[src/rtl/trie_lookup_engine.sv]
// Multibit-trie longest-prefix lookup engine: walks a level-ordered bitmap trie in SRAM.
// Define TRIE_ROW_REG_EN to register the SRAM row before evaluation (one extra cycle per level).
module trie_lookup_engine #(
    parameter int ADDR_W  = 32,
    parameter int STRIDE  = 4,
    parameter int CNT_W   = 8,
    parameter int RAM_AW  = 10,
    parameter int DRAM_AW = 10,
    parameter int RD_LAT  = 1,
    localparam int B      = 2**STRIDE,
    localparam int L      = ADDR_W / STRIDE,
    localparam int ROW_W  = 2*CNT_W + B,
    localparam int DEP_W  = $clog2(L) + 1
) (
    input  logic               i_clk,
    input  logic               i_rst,
    input  logic               i_start,
    input  logic [ADDR_W-1:0]  i_address,
    output logic               o_busy,
    output logic               o_sram_rd,
    output logic [RAM_AW-1:0]  o_next_sram_row,
    input  logic [ROW_W-1:0]   i_sram_row_data,
    output logic [DRAM_AW-1:0] o_dram_address,
    output logic               o_done,
    output logic               o_err,
    output logic [DEP_W-1:0]   o_depth
);
`ifdef TRIE_ROW_REG_EN
    localparam int WAIT_CYC = RD_LAT;
`else
    localparam int WAIT_CYC = RD_LAT - 1;
`endif
    localparam int WCNT_W = $clog2(WAIT_CYC + 1) + 1;

    typedef enum logic [2:0] {S_IDLE, S_ISSUE, S_WAIT, S_EVAL, S_DONE} state_t;

    state_t               r_state, w_next_state;
    logic [ADDR_W-1:0]    r_key;
    logic [DEP_W-1:0]     r_level;
    logic [WCNT_W-1:0]    r_wait;
    logic                 r_busy, r_sram_rd, r_done, r_err;
    logic [RAM_AW-1:0]    r_next_row;
    logic [DRAM_AW-1:0]   r_dram;
    logic [DEP_W-1:0]     r_depth;
    logic [ROW_W-1:0]     w_row;
    logic [STRIDE-1:0]    w_idx;
    logic [B-1:0]         w_bitmap;
    logic [CNT_W-1:0]     w_leaf_prefix, w_child_prefix;
    logic [STRIDE:0]      w_ones, w_zeros;
    logic                 w_bit, w_last, w_overflow;
    logic [RAM_AW:0]      w_child_row;
    logic [CNT_W:0]       w_leaf_sum;

`ifdef TRIE_ROW_REG_EN
    logic [ROW_W-1:0]     r_row;

    // Row capture register; EVAL reads the row one cycle after it arrives.
    always_ff @(posedge i_clk or posedge i_rst) begin
        if (i_rst) begin
            r_row <= '0;
        end else begin
            r_row <= i_sram_row_data;
        end
    end
    assign w_row = r_row;
`else
    assign w_row = i_sram_row_data;
`endif

    // Level evaluation: field split, selected bit, prefix counts before idx, child/leaf sums.
    always_comb begin
        w_idx          = r_key[ADDR_W-1 -: STRIDE];
        w_bitmap       = w_row[B-1:0];
        w_leaf_prefix  = w_row[B +: CNT_W];
        w_child_prefix = w_row[B+CNT_W +: CNT_W];
        w_bit          = w_bitmap[STRIDE'(B-1) - w_idx];
        w_ones         = '0;
        for (int j = 0; j < B; j++) begin
            if (j < int'(w_idx)) begin
                w_ones = w_ones + (STRIDE+1)'(w_bitmap[B-1-j]);
            end else begin
                w_ones = w_ones;
            end
        end
        w_zeros     = {1'b0, w_idx} - w_ones;
        w_child_row = (RAM_AW+1)'(w_child_prefix) + (RAM_AW+1)'(w_ones) + (RAM_AW+1)'(1'b1);
        w_leaf_sum  = (CNT_W+1)'(w_leaf_prefix) + (CNT_W+1)'(w_zeros);
        w_last      = (r_level == DEP_W'(L-1));
        w_overflow  = w_child_row[RAM_AW];
    end

    // Next-state logic.
    always_comb begin
        w_next_state = r_state;
        case (r_state)
            S_IDLE: begin
                if (i_start) w_next_state = S_ISSUE;
                else         w_next_state = S_IDLE;
            end
            S_ISSUE: begin
                if (WAIT_CYC == 0) w_next_state = S_EVAL;
                else               w_next_state = S_WAIT;
            end
            S_WAIT: begin
                if (r_wait == WCNT_W'(WAIT_CYC - 1)) w_next_state = S_EVAL;
                else                                 w_next_state = S_WAIT;
            end
            S_EVAL: begin
                if (w_bit && !w_last && !w_overflow) w_next_state = S_ISSUE;
                else                                 w_next_state = S_DONE;
            end
            S_DONE:  w_next_state = S_IDLE;
            default: w_next_state = S_IDLE;
        endcase
    end

    // State, walk context and registered outputs (outputs follow the state being entered).
    always_ff @(posedge i_clk or posedge i_rst) begin
        if (i_rst) begin
            r_state    <= S_IDLE;
            r_key      <= '0;
            r_level    <= '0;
            r_wait     <= '0;
            r_busy     <= 1'b0;
            r_sram_rd  <= 1'b0;
            r_done     <= 1'b0;
            r_err      <= 1'b0;
            r_next_row <= '0;
            r_dram     <= '0;
            r_depth    <= '0;
        end else begin
            r_state   <= w_next_state;
            r_busy    <= (w_next_state != S_IDLE);
            r_sram_rd <= (w_next_state == S_ISSUE);
            r_done    <= (w_next_state == S_DONE);
            case (r_state)
                S_IDLE: begin
                    if (i_start) begin
                        r_key      <= i_address;
                        r_level    <= '0;
                        r_next_row <= '0;
                    end
                end
                S_ISSUE: r_wait <= '0;
                S_WAIT:  r_wait <= r_wait + WCNT_W'(1);
                S_EVAL: begin
                    if (w_next_state == S_ISSUE) begin
                        r_key      <= r_key << STRIDE;
                        r_level    <= r_level + DEP_W'(1);
                        r_next_row <= w_child_row[RAM_AW-1:0];
                    end else begin
                        // Finishing on a set bit means last level or row overflow: malformed trie.
                        r_depth <= r_level + DEP_W'(1);
                        r_err   <= w_bit;
                        r_dram  <= w_bit ? DRAM_AW'(0) : DRAM_AW'(w_leaf_sum);
                    end
                end
                default: ;
            endcase
        end
    end

    assign o_busy          = r_busy;
    assign o_sram_rd       = r_sram_rd;
    assign o_next_sram_row = r_next_row;
    assign o_dram_address  = r_dram;
    assign o_done          = r_done;
    assign o_err           = r_err;
    assign o_depth         = r_depth;
endmodule

[config.mk]
export PLATFORM = sky130hd
export DESIGN_NAME = trie_lookup_engine
export DESIGN_NICKNAME = d
export VERILOG_FILES = /design/src/rtl/trie_lookup_engine.sv
export SDC_FILE = /design/constraint.sdc
export NUM_CORES = 1
export LEC_CHECK = 0
export BUFFER_PORTS_ARGS = -buffer_cell sky130_fd_sc_hd__buf_4
export CORE_MARGIN = 2
export CORE_UTILIZATION = 50
export DETAILED_ROUTE_END_ITERATION = 16
export GPL_TIMING_DRIVEN = 1
export PLACE_DENSITY = 0.79
export SYNTH_ARGS = -nofsm -noshare
export SYNTH_HDL_FRONTEND = slang
export SYNTH_SLANG_ARGS = --single-unit
[constraint.sdc]
create_clock -name i_clk -period 16.65 [get_ports i_clk]
set_input_delay 4.995 -clock i_clk [delete_from_list [all_inputs] [get_ports i_clk]]
set_output_delay 4.995 -clock i_clk [all_outputs]
set_load 0.02 [all_outputs]
==> results.md <==
* Outcome: completed
* Syn. warnings at 0
* I/O pin total at 95
* Synth Register Bits at 66
* Fin crit share at 93.9%
* CTS tree: done
* Remaining Overflow, GRT at 0
* Largest net degree at the start of global routing at 70
* Most common cell in the netlist: nand2_1
* Final Hold Viols at 0
* Core Footprint at 0.0107 mm²
* Die W at approximately 110 µm
* Final WL at 13.5 mm
* Setup TNS at 0 ns
* Min Tclk post-route at 15.63 ns
* Area grow syn2layout at 17.3%
* Clock-pin slew on the worst setup and hold paths at 0.07 ns
* Layout cells sized above 1 at 19.7%
* Post-CTS sizing at 0
* First DRT Iteration DRCs at 320
* Area fraction of the dominant cell type after synthesis at 30.3%
* DRC at 0
* Slew HR at 24.9%
* Maximum clock rate at between 60 and 70 MHz
* Die area at about 0.012 mm²
* CP arrival at around 16 ns
* RSZ-0062 raised after global routing: no
* Commonest cells post-synth: nand2_1, dfrtp_1, o21ai_0, ha_1, mux2i_1
* Final Skew at 0.00412 ns
* CP bufs+invs at 3
* Initial antenna violation count at 0
* Worst setup EP type: flip-flop
* Post-DP HPWL at 10.2 mm
* Largest cells by area after synthesis: dfrtp_1, ha_1, mux2i_1, nand2_1, o21ai_0
* Clk Latency, worst-skew pair at ~0.34 ns
* Cell Rows at 38
* Post-DR vias/cell at 5.88
* Final core utilization at 59.5%
* Vias in the first global route at ~4700
* CP startpoint kind: primary input
* Worst hold path type: flip-flop to flip-flop
* Post-route antenna net violation count at 0
* Root Driver: clkbuf_8
* Via count at 4994
* H-Tree Depth at 3
* Seq/Total Area, Yosys at 30.3%
* CP max stage delay at 0.34 ns
* Clock Sinks at 66
* Max_cap viols at 0
* Post-synth ARST share at 100%
* Gpl congestion at 0.903
* Initial core utilization at 50.7%
* Syn Std Cell Area at 0.00545 mm²
* Die Span Y at 108 µm
* CTS hold repair buffers at 0
* Critical path's slowest cell: ha_1
* # diodes at 0
* Max Root-Sink Buffers at 2
* Syn Inst Count at 630
* Critical path fanouts, max at 4
* Avg Inst Size Synth at 8.65 µm²
* EDFF count, synth at 0
* Per-cell routed wire length at ~16 µm
* First-pass iteration count of the detailed router at 6
* Most used cell, CP: ha_1
* Critical path class: primary input to flip-flop
* Final net count at 816
* Area leader, netlist: dfrtp_1
* TritonCTS buffer count at 9
* Critical Path RT at 16.83 ns
* Max Slew Vio Count at 0
* Setup repair bufs after CTS at 0
* First-pass GRT wire length at 21.8 mm
* GRT Util Overall at 23.2%
* Synth cell types at 67
* # port buffers at 92
* Crit path max-delay family: adder cells
* Synth Flop Type: dfrtp_1
* Slew @ Worst Pin at 1.13 ns
* Final count of negative-setup-slack endpoints at 0
tightest hold or removal path, stage by stage (launching register included):
cell,delay (ns)
dfrtp_1,0.35
nand2_1,0.05
o31ai_1,0.05
metal layers:
layer / part of all wire (%) / wire, µm / global-route usage (%)
met1: 45 / 6040 / 31.5
met2: 49 / 6580 / 38.5
met3: 5.5 / 735 / 4.94
met4: 0.93 / 126 / 4.03
met5: 0 / 0 / 0
metrics by stage:
stage	instance area, µm²	hold WS (ns)	std cells	worst slack, ns
detailed placement	6210	0.468	833	0.737
global placement	6210	0.452	833	1.22
finish	6400	0.480	849	1.02
floorplan	5460	0.450	631	1.74
global route	6400	0.496	849	0.241
CTS	6400	0.483	849	1.08
final timing paths:
check,to,start,cells after the start,slack (ns)
hold reg to reg,o_dram_address[6],o_dram_address[6],2,0.48
hold / removal,o_dram_address[6],o_dram_address[6],2,0.48
min in group asynchronous,o_done,i_rst,2,4.61
setup / recovery,o_dram_address[7],i_sram_row_data[15],62,1.02
setup reg to reg,o_dram_address[7],r_key[28],63,4.80
max in group asynchronous,r_key[26],i_rst,3,11.10
cells in the final DEF (no fill, tap or decap), drive strengths merged, types with 4 or more instances in the layout:
cell type / n
nand2: 105
buf: 97
dfrtp: 66
o21ai: 62
ha: 42
mux2i: 40
nor2: 31
inv: 24
a21oi: 22
nand3: 20
xor2: 17
xnor2: 15
o31ai: 14
clkbuf: 14
a21o: 12
nor3: 8
a31oi: 8
or2: 7
nor2b: 7
a22o: 7
and2: 6
nand2b: 6
o211ai: 5
nand4: 4
nor4: 4
o21a: 4
mux2: 4
o41ai: 4
and3: 4
xnor3: 4
o221ai: 4
logic make-up after synthesis:
| logic type | after synthesis | synth area share [%] |
|---|---|---|
| buffers and inverters | 60 | 4.57 |
| other | 1 | 0.0688 |
| adder cells (fa/ha/maj) | 45 | 10.7 |
| flip-flops | 66 | 30.3 |
| AND/OR/NAND/NOR | 213 | 17.9 |
| XOR/XNOR | 37 | 7.60 |
| multiplexers | 47 | 9.41 |
| AO/OA/AOI/OAI | 161 | 19.4 |
layout make-up:
class                   count  area (µm²)
multi-input cells         505        3560
flip-flops and latches     66        1650
inverters                  25        93.8
fillers                   945        4350
clock inverters             2        10.0
well taps                 140         175
clock buffers              14         173
repair buffers             97         728
flip-flops by register name, summed over array words and instances, names as in the netlist:
signal	flops
r_state	3
o_sram_rd	1
o_done	1
o_busy	1
r_level	4
o_next_sram_row	9
r_key	32
o_dram_address	9
o_err	1
r_wait	1
o_depth	4
Power is left out: the tool's default activity adds up to more than one toggle a clock period on the data nets, which glitch-free logic cannot reach.
